$ cat config.mk
export PLATFORM = sky130hd
export DESIGN_NAME = vga_scan_gen_flat
export DESIGN_NICKNAME = d
export VERILOG_FILES = /design/src/rtl/vga_timing_pkg.sv /design/src/rtl/vga_scan_gen_if.sv /design/src/rtl/pixel_tick_div.sv /design/src/rtl/vga_scan_gen.sv /design/src/flat_wrapper.sv
export SDC_FILE = /design/constraint.sdc
export NUM_CORES = 1
export LEC_CHECK = 0
export CORE_MARGIN = 3
export CORE_UTILIZATION = 58
export DETAILED_ROUTE_END_ITERATION = 6
export PLACE_DENSITY = 0.95
export SYNTH_ARGS = -nofsm -noshare
export SYNTH_HDL_FRONTEND = slang
export SYNTH_HIERARCHICAL = 1
export SYNTH_SLANG_ARGS = --single-unit
$ cat constraint.sdc
create_clock -name clk -period 3.3 [get_ports clk]
set_clock_uncertainty 0.15 [all_clocks]
set_input_delay 0.66 -clock clk [delete_from_list [all_inputs] [get_ports clk]]
set_output_delay 0.66 -clock clk [all_outputs]
set_load 0.01 [all_outputs]
$ cat src/rtl/vga_timing_pkg.sv
// Default 640x480@60 timing constants shared by the scan generator and its users.
package vga_timing_pkg;
  localparam int CLK_DIV_DEF   = 4;
  localparam int H_DISPLAY_DEF = 640;
  localparam int H_FRONT_DEF   = 16;
  localparam int H_SYNC_DEF    = 96;
  localparam int H_BACK_DEF    = 48;
  localparam int V_DISPLAY_DEF = 480;
  localparam int V_FRONT_DEF   = 10;
  localparam int V_SYNC_DEF    = 2;
  localparam int V_BACK_DEF    = 33;
  localparam int COORD_W_DEF   = 10;

  function automatic int scan_total(int disp, int front, int sync, int back);
    return disp + front + sync + back;
  endfunction

  localparam int H_TOTAL_DEF = scan_total(H_DISPLAY_DEF, H_FRONT_DEF, H_SYNC_DEF, H_BACK_DEF);
  localparam int V_TOTAL_DEF = scan_total(V_DISPLAY_DEF, V_FRONT_DEF, V_SYNC_DEF, V_BACK_DEF);
endpackage

$ cat src/rtl/vga_scan_gen_if.sv
// Pixel-coordinate bus from the scan generator to renderers and VGA pins.
interface vga_scan_if #(parameter int COORD_W = vga_timing_pkg::COORD_W_DEF);
    logic [COORD_W-1:0] x;
    logic [COORD_W-1:0] y;
    logic               video_on;
    logic               hsync;
    logic               vsync;
    logic               pixel_tick;
    logic               line_start;
    logic               frame_start;

    modport master (output x, y, video_on, hsync, vsync, pixel_tick, line_start, frame_start);
    modport slave  (input  x, y, video_on, hsync, vsync, pixel_tick, line_start, frame_start);
endinterface

$ cat src/rtl/pixel_tick_div.sv
// Divides the system clock down to a one-clock pixel tick; freezes while en is low.
module pixel_tick_div #(
    parameter int CLK_DIV = vga_timing_pkg::CLK_DIV_DEF
) (
    input  logic clk,
    input  logic rst_n,
    input  logic en,
    output logic tick
);
    localparam int DW = (CLK_DIV > 1) ? $clog2(CLK_DIV) : 1;
    localparam logic [DW-1:0] DIV_LAST = DW'(CLK_DIV - 1);

    logic [DW-1:0] div;

    // Combinational so the scan counters advance on the same edge div wraps.
    assign tick = en && (div == DIV_LAST);

    always_ff @(posedge clk or negedge rst_n) begin
        if (!rst_n) begin
            div <= '0;
        end else if (en) begin
            div <= (div == DIV_LAST) ? '0 : div + 1'b1;
        end
    end
endmodule

$ cat src/rtl/vga_scan_gen.sv
// Horizontal/vertical scan counters with registered sync, video and strobe outputs.
module vga_scan_gen
    import vga_timing_pkg::*;
#(
    parameter int CLK_DIV   = CLK_DIV_DEF,
    parameter int H_DISPLAY = H_DISPLAY_DEF,
    parameter int H_FRONT   = H_FRONT_DEF,
    parameter int H_SYNC    = H_SYNC_DEF,
    parameter int H_BACK    = H_BACK_DEF,
    parameter int V_DISPLAY = V_DISPLAY_DEF,
    parameter int V_FRONT   = V_FRONT_DEF,
    parameter int V_SYNC    = V_SYNC_DEF,
    parameter int V_BACK    = V_BACK_DEF,
    parameter bit SYNC_POL  = 1'b0,
    parameter int COORD_W   = COORD_W_DEF
) (
    input  logic       clk,
    input  logic       rst_n,
    input  logic       en,
    vga_scan_if.master scan
);
    localparam int H_TOTAL = scan_total(H_DISPLAY, H_FRONT, H_SYNC, H_BACK);
    localparam int V_TOTAL = scan_total(V_DISPLAY, V_FRONT, V_SYNC, V_BACK);

    localparam logic [COORD_W-1:0] H_LAST = COORD_W'(H_TOTAL - 1);
    localparam logic [COORD_W-1:0] V_LAST = COORD_W'(V_TOTAL - 1);
    localparam logic [COORD_W-1:0] H_VIS  = COORD_W'(H_DISPLAY);
    localparam logic [COORD_W-1:0] V_VIS  = COORD_W'(V_DISPLAY);
    localparam logic [COORD_W-1:0] HS_BEG = COORD_W'(H_DISPLAY + H_FRONT);
    localparam logic [COORD_W-1:0] HS_END = COORD_W'(H_DISPLAY + H_FRONT + H_SYNC);
    localparam logic [COORD_W-1:0] VS_BEG = COORD_W'(V_DISPLAY + V_FRONT);
    localparam logic [COORD_W-1:0] VS_END = COORD_W'(V_DISPLAY + V_FRONT + V_SYNC);

    logic               tick;
    logic [COORD_W-1:0] h, v, h_nxt, v_nxt;

    pixel_tick_div #(.CLK_DIV(CLK_DIV)) u_div (
        .clk  (clk),
        .rst_n(rst_n),
        .en   (en),
        .tick (tick)
    );

    always_comb begin
        h_nxt = h + 1'b1;
        v_nxt = v;
        if (h == H_LAST) begin
            h_nxt = '0;
            v_nxt = (v == V_LAST) ? '0 : v + 1'b1;
        end
    end

    // Decode from next-state values so every output moves on the same edge as h/v.
    always_ff @(posedge clk or negedge rst_n) begin
        if (!rst_n) begin
            h                <= '0;
            v                <= '0;
            scan.video_on    <= 1'b0;
            scan.hsync       <= !SYNC_POL;
            scan.vsync       <= !SYNC_POL;
            scan.pixel_tick  <= 1'b0;
            scan.line_start  <= 1'b0;
            scan.frame_start <= 1'b0;
        end else begin
            scan.pixel_tick  <= tick;
            scan.line_start  <= tick && (h_nxt == '0);
            scan.frame_start <= tick && (h_nxt == '0) && (v_nxt == '0);
            if (tick) begin
                h             <= h_nxt;
                v             <= v_nxt;
                scan.video_on <= (h_nxt < H_VIS) && (v_nxt < V_VIS);
                scan.hsync    <= ((h_nxt >= HS_BEG) && (h_nxt < HS_END)) ? SYNC_POL : !SYNC_POL;
                scan.vsync    <= ((v_nxt >= VS_BEG) && (v_nxt < VS_END)) ? SYNC_POL : !SYNC_POL;
            end
        end
    end

    assign scan.x = h;
    assign scan.y = v;
endmodule

$ cat src/flat_wrapper.sv
// flat-port wrapper written by rule: the top's interface ports become plain ports
module vga_scan_gen_flat import vga_timing_pkg::*;
#(
    parameter int CLK_DIV   = CLK_DIV_DEF,
    parameter int H_DISPLAY = H_DISPLAY_DEF,
    parameter int H_FRONT   = H_FRONT_DEF,
    parameter int H_SYNC    = H_SYNC_DEF,
    parameter int H_BACK    = H_BACK_DEF,
    parameter int V_DISPLAY = V_DISPLAY_DEF,
    parameter int V_FRONT   = V_FRONT_DEF,
    parameter int V_SYNC    = V_SYNC_DEF,
    parameter int V_BACK    = V_BACK_DEF,
    parameter bit SYNC_POL  = 1'b0,
    parameter int COORD_W   = COORD_W_DEF
)
  (clk, rst_n, en, scan_x, scan_y, scan_video_on, scan_hsync, scan_vsync, scan_pixel_tick, scan_line_start, scan_frame_start);
  vga_scan_if #(.COORD_W(COORD_W)) scan_i ();
  input  logic clk;
  input  logic rst_n;
  input  logic en;
  output wire logic [$bits(scan_i.x)-1:0] scan_x;
  output wire logic [$bits(scan_i.y)-1:0] scan_y;
  output wire logic [$bits(scan_i.video_on)-1:0] scan_video_on;
  output wire logic [$bits(scan_i.hsync)-1:0] scan_hsync;
  output wire logic [$bits(scan_i.vsync)-1:0] scan_vsync;
  output wire logic [$bits(scan_i.pixel_tick)-1:0] scan_pixel_tick;
  output wire logic [$bits(scan_i.line_start)-1:0] scan_line_start;
  output wire logic [$bits(scan_i.frame_start)-1:0] scan_frame_start;
  assign scan_x = scan_i.x;
  assign scan_y = scan_i.y;
  assign scan_video_on = scan_i.video_on;
  assign scan_hsync = scan_i.hsync;
  assign scan_vsync = scan_i.vsync;
  assign scan_pixel_tick = scan_i.pixel_tick;
  assign scan_line_start = scan_i.line_start;
  assign scan_frame_start = scan_i.frame_start;
  vga_scan_gen #(.CLK_DIV(CLK_DIV), .H_DISPLAY(H_DISPLAY), .H_FRONT(H_FRONT), .H_SYNC(H_SYNC), .H_BACK(H_BACK), .V_DISPLAY(V_DISPLAY), .V_FRONT(V_FRONT), .V_SYNC(V_SYNC), .V_BACK(V_BACK), .SYNC_POL(SYNC_POL), .COORD_W(COORD_W)) u_core (.clk(clk), .rst_n(rst_n), .en(en), .scan(scan_i));
endmodule
Word level (Yosys, flattened, before mapping):

Cells that the tools add are included.

* register bits after elaboration: 28
* input port bits: 3
* output and inout port bits: 26
* logic and storage cells: 35

* add/subtract/negate cells: 3
* $lt $le $gt $ge: 6
* equal/unequal tests: 3
* multiplexer cells: 6
* reduce and logical (&&, ||, !) cells: 8

Operators with widths (count)
* $mux W10: 3
* $add A10 B1 Y10 const B: 2
* $eq A10 B10 Y1 const B: 2
* $logic_not A10 Y1: 2
* $lt A10 B10 Y1 const B: 2
* $lt A10 B9 Y1 const B: 2
* $ge A10 B10 Y1 const B: 1
* $ge A10 B9 Y1 const B: 1
* $logic_and A1 B1 Y1: 6
* $add A2 B1 Y2 const B: 1
* $eq A2 B2 Y1 const B: 1
* $mux W1: 2
* $mux W2: 1

Logic depth before layout (Yosys ltp):

Gate-level depths: netlist of the first run.

* depth after elaboration: 6
* gate-level depth with buffers: 9
* gate-level depth less buffers: 7

Modules after synthesis:

The synthesis of the first run kept the hierarchy.

By module, submodules not included
* vga_scan_gen: times used 1, cells an instance 193, area an instance 1736.7 um2, sequential area each 653.1 um2
* pixel_tick_div: times used 1, cells an instance 7, area an instance 101.3 um2, sequential area each 50.0 um2

Worst setup path before layout of the first run:

No wires, ideal clock.

* kind: flip-flop to flip-flop
* start: reg u_core.h[0], in the netlist u_core/scan.x[0]
* end: reg u_core.scan.video_on
* arrival time: 1805 ps
* required time: 3049 ps
* slack: 1244 ps
* stages on the path, launching flop included: 8
* path buffers: 1
* path through: dfrtp_1 -> ha_1 -> clkbuf_1 -> a22o_1 -> a31oi_1 -> or2_1 -> and2_0 -> o32ai_1

* longest elaborated chain between the ends: 4

Ends and longest elaborated chain
* start, declared: RTL line vga_scan_gen.sv:35 `logic [COORD_W-1:0] h, v, h_nxt, v_nxt;`
* start signal, assigned: RTL line vga_scan_gen.sv:69 `h <= h_nxt;`
* $add A10 B1 Y10 / $eq A10 B10 Y1 (equally long branches): RTL line vga_scan_gen.sv:45, vga_scan_gen.sv:47
* $mux W10: RTL line vga_scan_gen.sv:47 `if (h == H_LAST) begin`
* $lt A10 B10 Y1 / $lt A10 B9 Y1 (equally long branches): RTL line vga_scan_gen.sv:71 `scan.video_on <= (h_nxt < H_VIS) && (v_nxt < V_VIS);`
* $logic_and A1 B1 Y1 *: RTL line vga_scan_gen.sv:71
* end signal, assigned: RTL line vga_scan_gen.sv:71
* end, declared: RTL line vga_scan_gen_if.sv:12 `modport master (output x, y, video_on, hsync, vsync, pixel_tick, line_start, frame_start);`

Every way passes the cells marked *; elsewhere a longest branch is shown, timed or not.
A chain may end at the register's enable or synchronous reset.

Worst setup path in the final report of the first run:

* start: reg u_core.h[5], in the netlist u_core/scan.x[5]
* end: reg u_core.scan.frame_start

* longest elaborated chain between the ends: 5

Ends and longest elaborated chain
* $add A10 B1 Y10 / $eq A10 B10 Y1 (equally long branches): RTL line vga_scan_gen.sv:45, vga_scan_gen.sv:47
* $mux W10: RTL line vga_scan_gen.sv:47
* $logic_not A10 Y1: RTL line vga_scan_gen.sv:67 `scan.frame_start <= tick && (h_nxt == '0) && (v_nxt == '0);`
* $logic_and A1 B1 Y1: RTL line vga_scan_gen.sv:67
* $logic_and A1 B1 Y1 *: RTL line vga_scan_gen.sv:67
* end signal, assigned: RTL line vga_scan_gen.sv:67
* end, declared: RTL line vga_scan_gen_if.sv:12

Marks and branches as above.

==> results_dict.tcl, run 1 <==
set metrics [dict create \
    min_path_type "register to register" \
    synth_area_leaders "dfrtp_1 (35%), xnor2_1 (4.8%), nand2_1 (4.3%), ha_1 (3.4%), nand4_1 (3.1%)" \
    n_fill_cell 193 \
    finalSetupTns_ps 0 \
    max_stage_delay_ps 510 \
    yosysTopAreaCellShare_pct 35.4 \
    cap_violations 0 \
    grt_usage_pct 20.9 \
    htree_levels 1 \
    cts_resized 0 \
    rows 19 \
    maxSlewHeadroom_pct 59.2 \
    antenna_found_initial 0 \
    synthToLayoutAreaGrowth_pct 16.0 \
    synthCells 200 \
    path_clk_slew_ps 160 \
    fmaxAchievable_ghz 0.403 \
    tightest_slew_ps 610 \
    synth_seq_cells 28 \
    final_antenna_net_count 0 \
    crit_path_end_kind "register" \
    drv_slew 0 \
    num_io_pins 29 \
    vdd.ir_drop.worst_uv 483 \
    synth-edff-count 0 \
    gp_congestion 1.00 \
    die_h_um 62.3 \
    initial_core_util_pct 63.9 \
    insertedDiodeCount 0 \
    crit_type "register to register" \
    finalPower_w 0.00103 \
    period_needed_ps 2480 \
    clock_sinks 28 \
    clk_latency_ps 330 \
    wl_mm 3.96 \
    yosysWarnings 6 \
    cts.path.max_buffers 2 \
    synth_area_leader_cell "dfrtp_1" \
    status "finished clean" \
    synth_fp_nets 208 \
    cts_root_buffer "clkbuf_4" \
    grt_pass1_wl_mm 6.71 \
    first_pass_iters 4 \
    dp_cells 255 \
    core_area_um2 2880 \
    cp.required_ps 3380 \
    dp_hpwl_mm 2.72 \
    final_common_cell "clkdlybuf4s50_1" \
    finalHoldViolations 0 \
    final_cell_mix "clkdlybuf4s50_1 (28), dfrtp_1 (26), nand2_1 (21), nand3_1 (11), o21ai_0 (11)" \
    synth-async-reset-ratio_pct 100 \
    post-route-util_pct 74.1 \
    viasPerCell 6.16 \
    die_area_um2 3880 \
    routed-via-count 1595 \
    grt_pass1_vias 1423 \
    fin_cells 259 \
    portBuffers 28 \
    cp-start-kind "register" \
    hold_buffers 0 \
    post_cts_buffers 0 \
    cp_data_arrival_time_ps 2560 \
    crit_slowest_cell "or3_1" \
    cp_max_fo 12 \
    numCtsBuffers 3 \
    fin_crit_sh_pct 75.2 \
    cts_tree "yes" \
    die_w_um 62.3 \
    powerDensity_nw_per_um2 485 \
    cp_top_family "simple AND/OR/NAND/NOR gates" \
    netlist_area_um2 1840 \
    p_leak_nw 0.804 \
    drc 0 \
    synth_area_per_cell_um2 9.19 \
    synth_cell_types 58 \
    drive_above_1_share_pct 8.76 \
    finalSetupViolCount 0 \
    rsz0062_at_grt "false" \
    synth_ff_type "dfrtp_1" \
    grt_max_degree 22 \
    cp_cell_sequence "nor4b_4 -> nand3_1 -> or3_1 -> o211ai_2 -> o21ai_1 -> and4bb_1" \
    crit_buf_inv 0 \
    synth-seq-area-share_pct 38.3 \
    wl_per_cell_um 15.3 \
    overflow 0 \
    drt_iter0_markers 153 \
    layout.nets 226 \
]
==> final timing paths <==
| check | cells past startpoint | slack [ps] | to | from |
|---|---|---|---|---|
| min in group asynchronous | 1 | 530 | u_core/scan.x[4] | rst_n |
| max in group asynchronous | 2 | 1820 | u_core/scan.y[4] | rst_n |
| setup reg to reg | 6 | 820 | u_core/scan.frame_start | u_core/scan.x[5] |
| hold / removal | 1 | 360 | u_core/u_div/div[0] | u_core/u_div/div[0] |
| hold reg to reg | 1 | 360 | u_core/u_div/div[0] | u_core/u_div/div[0] |
| setup / recovery | 6 | 820 | u_core/scan.frame_start | u_core/scan.x[5] |
==> cell usage after synthesis (2+ instances only) <==
cell type,count
clkbuf_1,4
nand3_2,2
and3_1,4
ha_1,5
dfrtp_1,26
inv_1,8
nand4_1,9
o21ai_0,11
o31ai_1,2
a21o_1,2
mux2i_1,2
a21oi_1,8
nand2_1,21
o22ai_1,2
a31oi_1,3
nor2_1,8
and4_1,3
buf_2,7
nand3_1,11
dfstp_2,2
nor3_1,4
xnor2_1,10
nand2b_1,2
mux2_2,2
xor2_1,3
or3_1,3
buf_6,4
nor2b_1,2
==> power by group <==
part	total (W)	internal, W	switching, W
clock network	0.000227	0.000123	0.000104
registers	0.000479	0.000399	0.0000801
logic	0.000329	0.000177	0.000152
==> metrics by stage <==
step,hold WS (ps),setup slack (ps),instance area (um^2)
2_1_floorplan,214,1240,1840
3_3_place_gp,327,872,2080
3_5_place_dp,336,849,2080
4_1_cts,355,884,2130
5_1_grt,369,664,2130
6_report,360,820,2130
==> final cells by class <==
| class | count | area [um^2] | area share, % |
|---|---|---|---|
| Multi-Input combinational cell | 147 | 998 | 46.8 |
| Sequential cell | 28 | 703 | 33.0 |
| Timing Repair Buffer | 30 | 295 | 13.8 |
| Tap cell | 42 | 52.6 | 2.46 |
| Clock inverter | 1 | 30.0 | 1.41 |
| Inverter | 8 | 30.0 | 1.41 |
| Clock buffer | 3 | 22.5 | 1.06 |
==> per-layer routing <==
layer  share of wire, %  global-route usage [%]
met1                 44                    30.0
met2                 46                    33.1
met3                8.3                    2.70
met4                1.2                    6.89
met5                  0                       0
==> worst reg2reg max path, delay by kind of cell (launching register included) <==
| kind | cells | cell delay, ps |
|---|---|---|
| compound gates | 2 | 190 |
| simple gates | 4 | 1540 |
| flops | 1 | 500 |
==> logic make-up (layout without fill, tap and decap cells) <==
| group | count (synthesis) | in the layout | synth area share (%) |
|---|---|---|---|
| AO/OA/AOI/OAI | 44 | 44 | 15.9 |
| XOR/XNOR | 13 | 13 | 6.19 |
| adder cells (fa/ha/maj) | 6 | 6 | 3.95 |
| buffers and inverters | 25 | 42 | 7.42 |
| flip-flops | 28 | 28 | 38.3 |
| multiplexers | 6 | 6 | 3.74 |
| AND/OR/NAND/NOR | 78 | 78 | 24.5 |
(Power assumes the default switching activity.)
==> run 2, diff against run 1 <==
CORE_UTILIZATION = 53   (was 58)
PLACE_DENSITY = 0.89   (was 0.95)
clock period = 2.4 ns   (was 3.3 ns; I/O delays follow)
==> run 2 against run 1 <==
  * Via count is 2.8% higher
  * Sequential cell count stayed put
  * Critical path depth is 1 higher
  * Setup slack worse by 700 ps
  * Core utilization is 3.6 points lower
  * Non-clock buffer count is 16 higher
  * Sequential share of layout area is 1.5 points lower
  * Register-to-register slack worse by 700 ps
  * Largest power group unchanged
  * Count of clock-buffer cells in the layout is 1 higher
  * Cell area is 5.0% higher
==> results_dict.tcl, run 2 (synthesized netlist as in run 1, its figures left out) <==
set metrics [dict create \
    initial_core_util_pct 57.8 \
    powerDensity_nw_per_um2 618 \
    intPower_w 0.000909 \
    cts_tree "yes" \
    cp.required_ps 2530 \
    register_area_um2 704 \
    crit_slowest_cell "dfrtp_1" \
    cts.path.max_buffers 2 \
    finalHoldViolations 0 \
    final_cell_mix "clkdlybuf4s50_1 (28), dfrtp_1 (25), nand2_1 (21), buf_4 (18)" \
    rsz0062_at_grt "false" \
    n_fill_cell 243 \
    synthToLayoutAreaGrowth_pct 21.9 \
    cap_violations 0 \
    post-route-util_pct 70.5 \
    htree_levels 1 \
    fin_crit_sh_pct 94.9 \
    drv_slew 0 \
    fmaxAchievable_ghz 0.439 \
    drive_above_1_share_pct 15.5 \
    cp-start-kind "register" \
    layout.nets 242 \
    grt_max_degree 29 \
    wl_mm 4.29 \
    pre_cts_ws_ps 175 \
    clkPwrFrac_pct 17.0 \
    dp_cells 269 \
    crit_path_end_kind "register" \
    portBuffers 28 \
    core_area_um2 3180 \
    die_area_um2 4210 \
    p_seq_share_pct 45.8 \
    switching_share_pct 34.4 \
    dp_hpwl_mm 3.03 \
    maxSlewHeadroom_pct 75.6 \
    finalSetupTns_ps 0 \
    min_path_type "register to register" \
    fin_ws_ps 123 \
    finalSetupViolCount 0 \
    period_needed_ps 2280 \
    clock_sinks 28 \
    die_w_um 64.9 \
    drt_iter0_markers 123 \
    cts_root_buffer "clkbuf_4" \
    fin_cells 277 \
    path_clk_slew_ps 150 \
    r2r_slack_ps 120 \
    rows 20 \
    cp_max_fo 7 \
    crit_end "u_core/scan.frame_start" \
    vdd.ir_drop.worst_uv 563 \
    grt_pass1_vias 1523 \
    cp_data_arrival_time_ps 2410 \
    overflow 0 \
    cp_cell_sequence "nor4b_4 -> and3_1 -> buf_4 -> and4_1 -> o211ai_2 -> o21ai_1 -> and4bb_1" \
    insertedDiodeCount 0 \
    status "finished clean" \
    final_common_cell "clkdlybuf4s50_1" \
    r2r_start "u_core/scan.x[5]" \
    p_leak_nw 0.875 \
    die_h_um 64.9 \
    crit_type "register to register" \
    comb_power_share_pct 37.2 \
    viasPerCell 5.92 \
    clk_latency_ps 330 \
    max_stage_delay_ps 500 \
    multi_input_area_um2 998 \
    startpoint "u_core/scan.x[5]" \
    grt_pass1_wl_mm 7.05 \
    antenna_found_initial 0 \
    ff2ff_path_depth 7 \
    numCtsBuffers 3 \
    r2r-end "u_core/scan.frame_start" \
    tightest_slew_ps 364 \
    routed-via-count 1639 \
    first_pass_iters 4 \
    switchingPower_w 0.000476 \
    grt_usage_pct 21.3 \
    num_io_pins 29 \
    drc 0 \
    gp_congestion 0.964 \
    wl_per_cell_um 15.5 \
    final_antenna_net_count 0 \
]
## run 2: cell types whose count changed in the layout (fill, tap and decap cells not counted)
cell and delta:
clkbuf_8 +1, dfrtp_2 +1, dfrtp_1 -1, bufinv_16 -1, buf_4 +16
## run 2: worst min path at each step
stage / start / endpoint / cells after the start
2_1_floorplan: rst_n / u_core/scan.frame_start / 0
3_5_place_dp: u_core/u_div/div[0] / u_core/u_div/div[0] / 1
4_1_cts: rst_n / u_core/scan.x[1] / 2
3_3_place_gp: u_core/u_div/div[0] / u_core/u_div/div[0] / 1
5_1_grt: rst_n / u_core/scan.y[1] / 2
6_report: u_core/u_div/div[0] / u_core/u_div/div[0] / 1
## run 2: power by group through the flow
stage	combinational [W]	sequential, W	clock (W)
finish	0.000516	0.000634	0.000235
global route	0.000558	0.000650	0.000252
floorplan	0.000261	0.000665	0
CTS	0.000513	0.000634	0.000240
global placement	0.000488	0.000640	0
detailed placement	0.000505	0.000643	0
## run 2: routing by layer
layer | vias up | global-route usage, % | wire, um
li1 | 786 | - | -
met1 | 775 | 29.4 | 1900
met2 | 70 | 34.0 | 2050
met3 | 8 | 2.60 | 260
met4 | 0 | 8.71 | 76
met5 | - | 0 | 0
## run 2: cell type report
cell class / count / share of cell area [%]
multi-input cells: 147 / 44.6
clock buffers: 4 / 1.62
inverters: 8 / 1.34
repair buffers: 46 / 18.5
flip-flops and latches: 28 / 31.5
well taps: 44 / 2.46
## run 2: worst max-delay path, delay by kind of cell, from the launching register on
family,cells,cell delay [ps]
DFF,1,500
AOI/OAI and AO/OA,2,230
and+or+nand+nor,4,1190
buffers and inverters,1,180
## run 2: what timing repair did
item                                    in CTS  in global routing
endpoints found under the hold margin        0                  0
hold buffers                                 0                  0
endpoints found under the setup margin       0                  4
gates resized for setup                      0                  1
buffers inserted                             0                  4
## run 2: through the flow
| step | hold WS, ps | area, um^2 | power, W |
|---|---|---|---|
| final | 350 | 2240 | 0.00138 |
| after global routing | 376 | 2240 | 0.00146 |
| after CTS | 355 | 2210 | 0.00139 |
| after detailed placement | 338 | 2170 | 0.00115 |
| after global placement | 326 | 2170 | 0.00113 |
| after floorplan | 34.4 | 1840 | 0.000926 |
